File: src/rtl/raster_setup_if.sv
// raster_setup_if: vertex-stage inputs and rasterizer-facing setup outputs of raster_setup
interface raster_setup_if;
    logic        vtx_valid;
    logic [19:0] x_v0, x_v1, x_v2, x_v3;
    logic [19:0] y_v0, y_v1, y_v2, y_v3;
    logic [21:0] inv_area_t1, inv_area_t2;
    logic        busy;
    logic [19:0] y_screen_v0, y_screen_v1, y_screen_v2, y_screen_v3;
    logic [19:0] e0_init_t1, e1_init_t1, e2_init_t1;
    logic [19:0] e0_init_t2, e1_init_t2, e2_init_t2;
    logic [21:0] bar_iy, bar_iz, bar_iy_dx, bar_iz_dx;
    logic [21:0] bar2_iy, bar2_iz, bar2_iy_dx, bar2_iz_dx;
    modport master (
        input  vtx_valid, x_v0, x_v1, x_v2, x_v3, y_v0, y_v1, y_v2, y_v3, inv_area_t1, inv_area_t2,
        output busy, y_screen_v0, y_screen_v1, y_screen_v2, y_screen_v3,
        output e0_init_t1, e1_init_t1, e2_init_t1, e0_init_t2, e1_init_t2, e2_init_t2,
        output bar_iy, bar_iz, bar_iy_dx, bar_iz_dx, bar2_iy, bar2_iz, bar2_iy_dx, bar2_iz_dx
    );
    modport slave (
        output vtx_valid, x_v0, x_v1, x_v2, x_v3, y_v0, y_v1, y_v2, y_v3, inv_area_t1, inv_area_t2,
        input  busy, y_screen_v0, y_screen_v1, y_screen_v2, y_screen_v3,
        input  e0_init_t1, e1_init_t1, e2_init_t1, e0_init_t2, e1_init_t2, e2_init_t2,
        input  bar_iy, bar_iz, bar_iy_dx, bar_iz_dx, bar2_iy, bar2_iz, bar2_iy_dx, bar2_iz_dx
    );
endinterface

File: src/rtl/raster_setup.sv
// raster_setup: per-frame edge/barycentric setup for two triangles on one serial multiplier, stepped per line
module raster_setup #(
    parameter int MUL_W    = 22,
    parameter int H_ACTIVE = 640,
    parameter int H_TOTAL  = 800,
    parameter int V_ACTIVE = 480,
    parameter int V_TOTAL  = 525
) (
    input  logic       clk,
    input  logic       rst_n,
    input  logic [9:0] x,
    input  logic [9:0] y,
    raster_setup_if.master bus
);
    typedef enum logic [1:0] {IDLE, SNAP, MUL, DONE} state_t;
    state_t state, state_n;
    logic [19:0] sx [4];
    logic [19:0] sy [4];
    logic [21:0] sia [2];
    logic [19:0] ea [2][3];
    logic [19:0] eb [2][3];
    logic [19:0] fe [2][3];
    logic [21:0] f_iy [2];
    logic [21:0] f_iz [2];
    logic [21:0] f_iy_dx [2];
    logic [21:0] f_iz_dx [2];
    logic [21:0] f_iy_dy [2];
    logic [21:0] f_iz_dy [2];
    logic [19:0] e_out [2][3];
    logic [19:0] sb [2][3];
    logic [21:0] biy [2];
    logic [21:0] biz [2];
    logic [21:0] bdy [2];
    logic [21:0] bdz [2];
    logic [21:0] s_iy_dy [2];
    logic [21:0] s_iz_dy [2];
    logic [19:0] y_scr [4];
    logic pending, start, commit, step;
    logic [4:0] job, cnt;
    logic [19:0] tmp, pa, pv;
    logic [MUL_W-1:0] ma, mb, acc, acc_n, opa, opb;
    logic [21:0] prod;
    logic et, mt;
    logic [1:0] ek, vk, ik;

    assign start  = y == 10'(V_ACTIVE) && x == 10'd0;
    assign commit = y == 10'(V_TOTAL - 1) && x == 10'(H_TOTAL - 2);
    assign step   = y < 10'(V_ACTIVE) && x == 10'(H_ACTIVE);

    // t1 = (v0,v1,v2), t2 = (v0,v2,v3); edge k runs from local vertex k to k+1
    for (genvar t = 0; t < 2; t++) begin : g_tri
        for (genvar k = 0; k < 3; k++) begin : g_edge
            localparam int I = (t == 1 && k != 0) ? k + 1 : k;
            localparam int J = (t == 1 && (k + 1) % 3 != 0) ? (k + 1) % 3 + 1 : (k + 1) % 3;
            assign ea[t][k] = sy[J] - sy[I];
            assign eb[t][k] = sx[I] - sx[J];
        end
    end

    // jobs 0-11: a*x then b*y per edge; 12-19: a2,a0,b2,b0 times inv_area; 20-23: e2,e0 times inv_area
    assign et = job >= 5'd6;
    assign ek = 2'((job - (et ? 5'd6 : 5'd0)) >> 1);
    assign vk = (et && ek != 2'd0) ? ek + 2'd1 : ek;
    assign mt = job >= 5'd22 || (job >= 5'd16 && job < 5'd20);
    assign ik = job[0] ? 2'd0 : 2'd2;
    assign pa = job < 5'd12 ? (job[0] ? eb[et][ek] : ea[et][ek])
              : job < 5'd20 ? (job[1] ? eb[mt][ik] : ea[mt][ik])
              : fe[mt][ik];
    assign pv = job[0] ? sy[vk] : sx[vk];
    assign opa = MUL_W'($signed(pa));
    assign opb = job < 5'd12 ? MUL_W'($signed(pv)) : MUL_W'($signed(sia[mt]));
    assign acc_n = acc + (mb[0] ? ma : '0);
    assign prod = acc_n[21:0];

    always_ff @(posedge clk or negedge rst_n)
        if (!rst_n) state <= IDLE;
        else state <= state_n;

    always_comb begin
        state_n = state;
        case (state)
            IDLE:    state_n = start && bus.vtx_valid ? SNAP : IDLE;
            SNAP:    state_n = MUL;
            MUL:     state_n = job == 5'd23 && cnt == 5'(MUL_W) ? DONE : MUL;
            DONE:    state_n = IDLE;
            default: state_n = IDLE;
        endcase
    end

    assign bus.busy = state == SNAP || state == MUL;

    // low product bits are sign-independent, so a plain unsigned shift-add suffices
    always_ff @(posedge clk or negedge rst_n)
        if (!rst_n) begin
            sx <= '{default: '0};
            sy <= '{default: '0};
            sia <= '{default: '0};
            fe <= '{default: '0};
            f_iy <= '{default: '0};
            f_iz <= '{default: '0};
            f_iy_dx <= '{default: '0};
            f_iz_dx <= '{default: '0};
            f_iy_dy <= '{default: '0};
            f_iz_dy <= '{default: '0};
            job <= '0;
            cnt <= '0;
            tmp <= '0;
            ma <= '0;
            mb <= '0;
            acc <= '0;
        end else if (state == SNAP) begin
            sx <= '{bus.x_v0, bus.x_v1, bus.x_v2, bus.x_v3};
            sy <= '{bus.y_v0, bus.y_v1, bus.y_v2, bus.y_v3};
            sia <= '{bus.inv_area_t1, bus.inv_area_t2};
            job <= '0;
            cnt <= '0;
        end else if (state == MUL) begin
            if (cnt == 5'd0) begin
                ma <= opa;
                mb <= opb;
                acc <= '0;
                cnt <= 5'd1;
            end else begin
                acc <= acc_n;
                ma <= ma << 1;
                mb <= mb >> 1;
                cnt <= cnt == 5'(MUL_W) ? 5'd0 : cnt + 5'd1;
                if (cnt == 5'(MUL_W)) begin
                    job <= job + 5'd1;
                    if (job < 5'd12) begin
                        if (!job[0]) tmp <= prod[19:0];
                        else fe[et][ek] <= -(tmp + prod[19:0]);
                    end else if (job < 5'd20) begin
                        if (job[1:0] == 2'd0) f_iy_dx[mt] <= prod;
                        if (job[1:0] == 2'd1) f_iz_dx[mt] <= prod;
                        if (job[1:0] == 2'd2) f_iy_dy[mt] <= prod;
                        if (job[1:0] == 2'd3) f_iz_dy[mt] <= prod;
                    end else if (job[0]) f_iz[mt] <= prod;
                    else f_iy[mt] <= prod;
                end
            end
        end

    always_ff @(posedge clk or negedge rst_n)
        if (!rst_n) pending <= 1'b0;
        else if (state == DONE) pending <= 1'b1;
        else if (commit) pending <= 1'b0;

    // line-0 values always reload at commit so every frame restarts from the top
    always_ff @(posedge clk or negedge rst_n)
        if (!rst_n) begin
            e_out <= '{default: '0};
            sb <= '{default: '0};
            biy <= '{default: '0};
            biz <= '{default: '0};
            bdy <= '{default: '0};
            bdz <= '{default: '0};
            s_iy_dy <= '{default: '0};
            s_iz_dy <= '{default: '0};
            y_scr <= '{default: '0};
        end else if (commit) begin
            e_out <= fe;
            biy <= f_iy;
            biz <= f_iz;
            if (pending) begin
                bdy <= f_iy_dx;
                bdz <= f_iz_dx;
                s_iy_dy <= f_iy_dy;
                s_iz_dy <= f_iz_dy;
                sb <= eb;
                y_scr <= sy;
            end
        end else if (step) begin
            for (int t = 0; t < 2; t++) begin
                for (int k = 0; k < 3; k++) e_out[t][k] <= e_out[t][k] + sb[t][k];
                biy[t] <= biy[t] + s_iy_dy[t];
                biz[t] <= biz[t] + s_iz_dy[t];
            end
        end

    assign bus.y_screen_v0 = y_scr[0];
    assign bus.y_screen_v1 = y_scr[1];
    assign bus.y_screen_v2 = y_scr[2];
    assign bus.y_screen_v3 = y_scr[3];
    assign bus.e0_init_t1 = e_out[0][0];
    assign bus.e1_init_t1 = e_out[0][1];
    assign bus.e2_init_t1 = e_out[0][2];
    assign bus.e0_init_t2 = e_out[1][0];
    assign bus.e1_init_t2 = e_out[1][1];
    assign bus.e2_init_t2 = e_out[1][2];
    assign bus.bar_iy = biy[0];
    assign bus.bar_iz = biz[0];
    assign bus.bar_iy_dx = bdy[0];
    assign bus.bar_iz_dx = bdz[0];
    assign bus.bar2_iy = biy[1];
    assign bus.bar2_iz = biz[1];
    assign bus.bar2_iy_dx = bdy[1];
    assign bus.bar2_iz_dx = bdz[1];
endmodule
File: src/flat_wrapper.sv
// flat-port wrapper written by rule: the top's interface ports become plain ports
module raster_setup_flat 
#(
    parameter int MUL_W    = 22,
    parameter int H_ACTIVE = 640,
    parameter int H_TOTAL  = 800,
    parameter int V_ACTIVE = 480,
    parameter int V_TOTAL  = 525
)
  (clk, rst_n, x, y, bus_vtx_valid, bus_x_v0, bus_x_v1, bus_x_v2, bus_x_v3, bus_y_v0, bus_y_v1, bus_y_v2, bus_y_v3, bus_inv_area_t1, bus_inv_area_t2, bus_busy, bus_y_screen_v0, bus_y_screen_v1, bus_y_screen_v2, bus_y_screen_v3, bus_e0_init_t1, bus_e1_init_t1, bus_e2_init_t1, bus_e0_init_t2, bus_e1_init_t2, bus_e2_init_t2, bus_bar_iy, bus_bar_iz, bus_bar_iy_dx, bus_bar_iz_dx, bus_bar2_iy, bus_bar2_iz, bus_bar2_iy_dx, bus_bar2_iz_dx);
  raster_setup_if bus_i ();
  input  logic clk;
  input  logic rst_n;
  input  logic [9:0] x;
  input  logic [9:0] y;
  input wire logic [$bits(bus_i.vtx_valid)-1:0] bus_vtx_valid;
  input wire logic [$bits(bus_i.x_v0)-1:0] bus_x_v0;
  input wire logic [$bits(bus_i.x_v1)-1:0] bus_x_v1;
  input wire logic [$bits(bus_i.x_v2)-1:0] bus_x_v2;
  input wire logic [$bits(bus_i.x_v3)-1:0] bus_x_v3;
  input wire logic [$bits(bus_i.y_v0)-1:0] bus_y_v0;
  input wire logic [$bits(bus_i.y_v1)-1:0] bus_y_v1;
  input wire logic [$bits(bus_i.y_v2)-1:0] bus_y_v2;
  input wire logic [$bits(bus_i.y_v3)-1:0] bus_y_v3;
  input wire logic [$bits(bus_i.inv_area_t1)-1:0] bus_inv_area_t1;
  input wire logic [$bits(bus_i.inv_area_t2)-1:0] bus_inv_area_t2;
  output wire logic [$bits(bus_i.busy)-1:0] bus_busy;
  output wire logic [$bits(bus_i.y_screen_v0)-1:0] bus_y_screen_v0;
  output wire logic [$bits(bus_i.y_screen_v1)-1:0] bus_y_screen_v1;
  output wire logic [$bits(bus_i.y_screen_v2)-1:0] bus_y_screen_v2;
  output wire logic [$bits(bus_i.y_screen_v3)-1:0] bus_y_screen_v3;
  output wire logic [$bits(bus_i.e0_init_t1)-1:0] bus_e0_init_t1;
  output wire logic [$bits(bus_i.e1_init_t1)-1:0] bus_e1_init_t1;
  output wire logic [$bits(bus_i.e2_init_t1)-1:0] bus_e2_init_t1;
  output wire logic [$bits(bus_i.e0_init_t2)-1:0] bus_e0_init_t2;
  output wire logic [$bits(bus_i.e1_init_t2)-1:0] bus_e1_init_t2;
  output wire logic [$bits(bus_i.e2_init_t2)-1:0] bus_e2_init_t2;
  output wire logic [$bits(bus_i.bar_iy)-1:0] bus_bar_iy;
  output wire logic [$bits(bus_i.bar_iz)-1:0] bus_bar_iz;
  output wire logic [$bits(bus_i.bar_iy_dx)-1:0] bus_bar_iy_dx;
  output wire logic [$bits(bus_i.bar_iz_dx)-1:0] bus_bar_iz_dx;
  output wire logic [$bits(bus_i.bar2_iy)-1:0] bus_bar2_iy;
  output wire logic [$bits(bus_i.bar2_iz)-1:0] bus_bar2_iz;
  output wire logic [$bits(bus_i.bar2_iy_dx)-1:0] bus_bar2_iy_dx;
  output wire logic [$bits(bus_i.bar2_iz_dx)-1:0] bus_bar2_iz_dx;
  assign bus_i.vtx_valid = bus_vtx_valid;
  assign bus_i.x_v0 = bus_x_v0;
  assign bus_i.x_v1 = bus_x_v1;
  assign bus_i.x_v2 = bus_x_v2;
  assign bus_i.x_v3 = bus_x_v3;
  assign bus_i.y_v0 = bus_y_v0;
  assign bus_i.y_v1 = bus_y_v1;
  assign bus_i.y_v2 = bus_y_v2;
  assign bus_i.y_v3 = bus_y_v3;
  assign bus_i.inv_area_t1 = bus_inv_area_t1;
  assign bus_i.inv_area_t2 = bus_inv_area_t2;
  assign bus_busy = bus_i.busy;
  assign bus_y_screen_v0 = bus_i.y_screen_v0;
  assign bus_y_screen_v1 = bus_i.y_screen_v1;
  assign bus_y_screen_v2 = bus_i.y_screen_v2;
  assign bus_y_screen_v3 = bus_i.y_screen_v3;
  assign bus_e0_init_t1 = bus_i.e0_init_t1;
  assign bus_e1_init_t1 = bus_i.e1_init_t1;
  assign bus_e2_init_t1 = bus_i.e2_init_t1;
  assign bus_e0_init_t2 = bus_i.e0_init_t2;
  assign bus_e1_init_t2 = bus_i.e1_init_t2;
  assign bus_e2_init_t2 = bus_i.e2_init_t2;
  assign bus_bar_iy = bus_i.bar_iy;
  assign bus_bar_iz = bus_i.bar_iz;
  assign bus_bar_iy_dx = bus_i.bar_iy_dx;
  assign bus_bar_iz_dx = bus_i.bar_iz_dx;
  assign bus_bar2_iy = bus_i.bar2_iy;
  assign bus_bar2_iz = bus_i.bar2_iz;
  assign bus_bar2_iy_dx = bus_i.bar2_iy_dx;
  assign bus_bar2_iz_dx = bus_i.bar2_iz_dx;
  raster_setup #(.MUL_W(MUL_W), .H_ACTIVE(H_ACTIVE), .H_TOTAL(H_TOTAL), .V_ACTIVE(V_ACTIVE), .V_TOTAL(V_TOTAL)) u_core (.clk(clk), .rst_n(rst_n), .x(x), .y(y), .bus(bus_i));
endmodule
File: config.mk
export PLATFORM = sky130hd
export DESIGN_NAME = raster_setup_flat
export DESIGN_NICKNAME = d
export VERILOG_FILES = /design/src/rtl/raster_setup_if.sv /design/src/rtl/raster_setup.sv /design/src/flat_wrapper.sv
export SDC_FILE = /design/constraint.sdc
export NUM_CORES = 2
export LEC_CHECK = 0
export CAP_MARGIN = 25
export CORE_MARGIN = 10
export CORE_UTILIZATION = 40
export CTS_CLUSTER_DIAMETER = 30
export CTS_CLUSTER_SIZE = 20
export DETAILED_ROUTE_END_ITERATION = 16
export GPL_ROUTABILITY_DRIVEN = 0
export SLEW_MARGIN = 20
export SYNTH_ARGS = -nofsm -noshare
export SYNTH_HDL_FRONTEND = slang
export SYNTH_SLANG_ARGS = --single-unit
File: constraint.sdc
create_clock -name clk -period 7.4 [get_ports clk]
set_input_delay 1.48 -clock clk [delete_from_list [all_inputs] [get_ports clk]]
set_output_delay 1.48 -clock clk [all_outputs]
set_load 0.05 [all_outputs]
==> results.yml <==
logic_synthesis:
  synthMostInstantiatedCell: "dfrtp_1"
  synthXorXnorAreaFrac_pct: 4.800
  synthAdderAreaFrac_pct: 8.935
  synthMuxAreaShare_pct: 8.506
  synth-seq-area-share_pct: 42.87
  syn_nets: 8457
  syn_avg_cell_area_sq_um: 9.609
  synth_top_family_by_area: "compound AO/OA/AOI/OAI gates"
  ys_ff_latch: 1270
  synthSimpleGateAreaFrac_pct: 12.34
  synth_edf_count: 0
  synth_cell_types: 95
  yosysTopAreaCell: "dfrtp_1"
  ys_async_sr_fraction_pct: 100.0
  synth_top_area_share_pct: 42.87
  synth_flop_cell: "dfrtp_1"
  synth.top_cells.by_area: "dfrtp_1 43%, ha_1 8.3%, o21ai_0 6.7%"
  synth_area_sq_mm: 0.07413
  yosysWarnings: 0
  synthCells: 7715
  synth_compound_area_share_pct: 18.71
  synth_common_cells: "1270 x dfrtp_1, 1120 x nand2_1, 999 x o21ai_0, 491 x ha_1, 362 x nor2_1"
floorplan:
  pin_count: 604
  initial_core_util_pct: 40.36
  dieArea_sq_mm: 0.2030
  rows: 157
  die_x_um: 450.5
  die_h_um: 450.5
  fp.coreArea_sq_mm: 0.1837
timing:
  rsz0062_at_grt: "false"
  fin_setup_tns_ns: 0
  skew_ns: 0.09824
  finalCriticalPeriod_ns: 5.922
  fmax_mhz: 168.9
  finalSetupViolations: 0
  finalMaxSlewViolations: 0
  fin_crit_sh_pct: 80.02
  timing_hold_violations_final: 0
  worst_pin_slew_ns: 1.267
  slew_headroom_pct: 15.52
place:
  dpl.hpwl_um: 225500
  port_buffers: 603
  dp.cells: 10491
global_route:
  grt_max_degree: 206
  antenna_found_initial: 25
  grt-ovfl-total: 0
  grt_use_total_pct: 28.67
  grt_pass1_wl_um: 437000
  grt_pass1_vias: 63194
status:
  status: "completed"
clock_network:
  clk_pin_slew_worst_paths_ns: 0.04
  post-cts-setup-buffers: 0
  htreeDepth: 5
  clk-insertion-delay-late_ns: 0.94
  cts-root-buf: "clkbuf_16"
  cts_hold_buf: 0
  cts_sinks: 1270
  numCtsBuffers: 327
  cts_buffer_depth: 4
  cts_tree: "built"
  ctsResizeCount: 0
setup_path:
  critPathRequiredTime_ns: 8.16
  crit_fanout: 23
  critical_path_class: "flip-flop to flip-flop"
  rr_worst_depth: 21
  reg2reg_from: "u_core.mb[0]"
  start_kind: "flip-flop"
  crit_arrival_ns: 6.68
  worst_setup_path_end_kind: "flip-flop"
  startpoint: "u_core.mb[0]"
layout:
  fin_cells: 11081
  nets: 9103
  layout-drive-gt1-share_pct: 13.81
  area_growth_pct: 26.98
power_and_ir_drop:
  ir_drop_mv: 0.3820
  power_density_mw_per_mm2: 285.1
  p_leak_nw: 43.33
route:
  vias_per_cell: 5.864
  routed_wl_um: 302000
  drc_errors: 0
  drt-initial-drc-count: 7039
  vias: 64981
  routedWlPerCell_um: 27.25
  first_pass_iters: 6
  postRouteAntennaNets: 0
min_path:
  min_path_cells: 2
  hold_class: "flip-flop to flip-flop"
  hp-start: "u_core.f_iy_dy[13]"
flow_run:
  cap_violations: 0
==> power breakdown <==
part	internal (W)	switching, W
registers	0.00718	0.000261
clock network	0.0101	0.00438
logic	0.00150	0.00344
total	0.0188	0.00808
==> worst paths after layout <==
kind / to / slack (ns)
max: u_core.fe[76] / 1.48
min: u_core.f_iy_dy[13] / 0.47
max reg2reg: u_core.fe[76] / 1.48
min reg2reg: u_core.f_iy_dy[13] / 0.47
max in group asynchronous: u_core.ma[17] / 5.03
min in group asynchronous: u_core.sb[49] / 0.53
==> worst max-delay path, stage by stage (launching register included) <==
cell and delay, ns:
dfrtp_1 0.57, and2_1 0.27, ha_1 0.22, fa_1 0.46, a21o_1 0.21, a21oi_1 0.29, o21bai_1 0.11, a21oi_1 0.29
o21bai_1 0.19, a21oi_1 0.31, xor2_2 0.20, ha_1 0.26, ha_1 0.33, and3_1 0.20, a21oi_1 0.10, o21ai_0 0.13
o41a_1 0.39, a41oi_1 0.37, nand2_1 0.11, a21oi_1 0.20, xor2_1 0.41, o21ai_0 0.17
==> cell usage in the layout, fill, tap and decap left out, types with 25 or more instances in the layout <==
master	count
nand4_1	32
nand3_1	131
ha_1	489
nor3_1	91
mux2_2	336
xor2_1	152
dfrtp_1	1269
o21bai_1	41
buf_4	104
mux2i_1	36
a211oi_1	72
inv_1	317
clkinv_2	55
o21a_1	57
nor2_1	360
clkbuf_16	333
o2bb2ai_1	25
o21ai_0	998
and3_1	35
clkdlybuf4s50_1	602
clkbuf_8	39
o211ai_1	64
a21o_1	149
nand2_1	1116
o31ai_1	28
nand2b_1	78
a31oi_1	68
and2_1	33
clkbuf_1	30
mux4_2	96
clkinvlp_4	25
bufinv_16	44
a22oi_1	165
a21oi_1	344
or3_1	40
xnor2_1	225
clkinv_4	25
nor2b_1	75
==> flip-flops by register name (all words and copies together) (netlist names), 44 cells and up <==
name and cells:
u_core.f_iy 44, u_core.f_iy_dx 44, u_core.f_iy_dy 44, u_core.f_iz 44
u_core.f_iz_dx 44, u_core.f_iz_dy 44, u_core.fe 120, u_core.s_iy_dy 44
u_core.s_iz_dy 44, u_core.sb 119, u_core.sia 44, u_core.sx 80
u_core.sy 80
==> stage by stage <==
step | util, % | area, sq um | setup slack [ns] | hold WS, ns | total power (W)
3_3_place_gp | 45.11 | 82840 | 1.699 | 0.4574 | 0.01219
3_5_place_dp | 45.11 | 82860 | 1.562 | 0.4650 | 0.01226
6_report | 51.25 | 94130 | 1.478 | 0.4677 | 0.02684
5_1_grt | 51.23 | 94100 | 0.9480 | 0.4919 | 0.02759
4_1_cts | 51.21 | 94050 | 1.537 | 0.4736 | 0.02678
2_1_floorplan | - | 74130 | 2.318 | 0.4460 | 0.009862
==> cells by family after synthesis <==
kind of cell	Yosys count
AND/OR/NAND/NOR	2078
multiplexers	468
XOR/XNOR	402
AO/OA/AOI/OAI	2258
flip-flops	1270
adder cells (fa/ha/maj)	515
buffers and inverters	724
==> routing by layer <==
layer | track usage [%] | share of wire (%) | vias to the layer above | wire [um]
met5 | 0 | 0.057 | - | 172
met4 | 19.85 | 8.4 | 26 | 25430
met3 | 8.143 | 9.4 | 986 | 28510
met2 | 43.22 | 43 | 3356 | 131000
met1 | 35.39 | 39 | 31704 | 116900
li1 | - | - | 28909 | -
==> layout make-up <==
type	instances	area (sq um)
well taps	2464	3083
diodes	12	30.03
clock buffers	402	8982
inverters	320	1201
repair buffers	721	7073
clock inverters	171	2211
flip-flops and latches	1270	31780
fillers	16582	89540
multi-input cells	5721	39770
(Power assumes the default switching activity.)
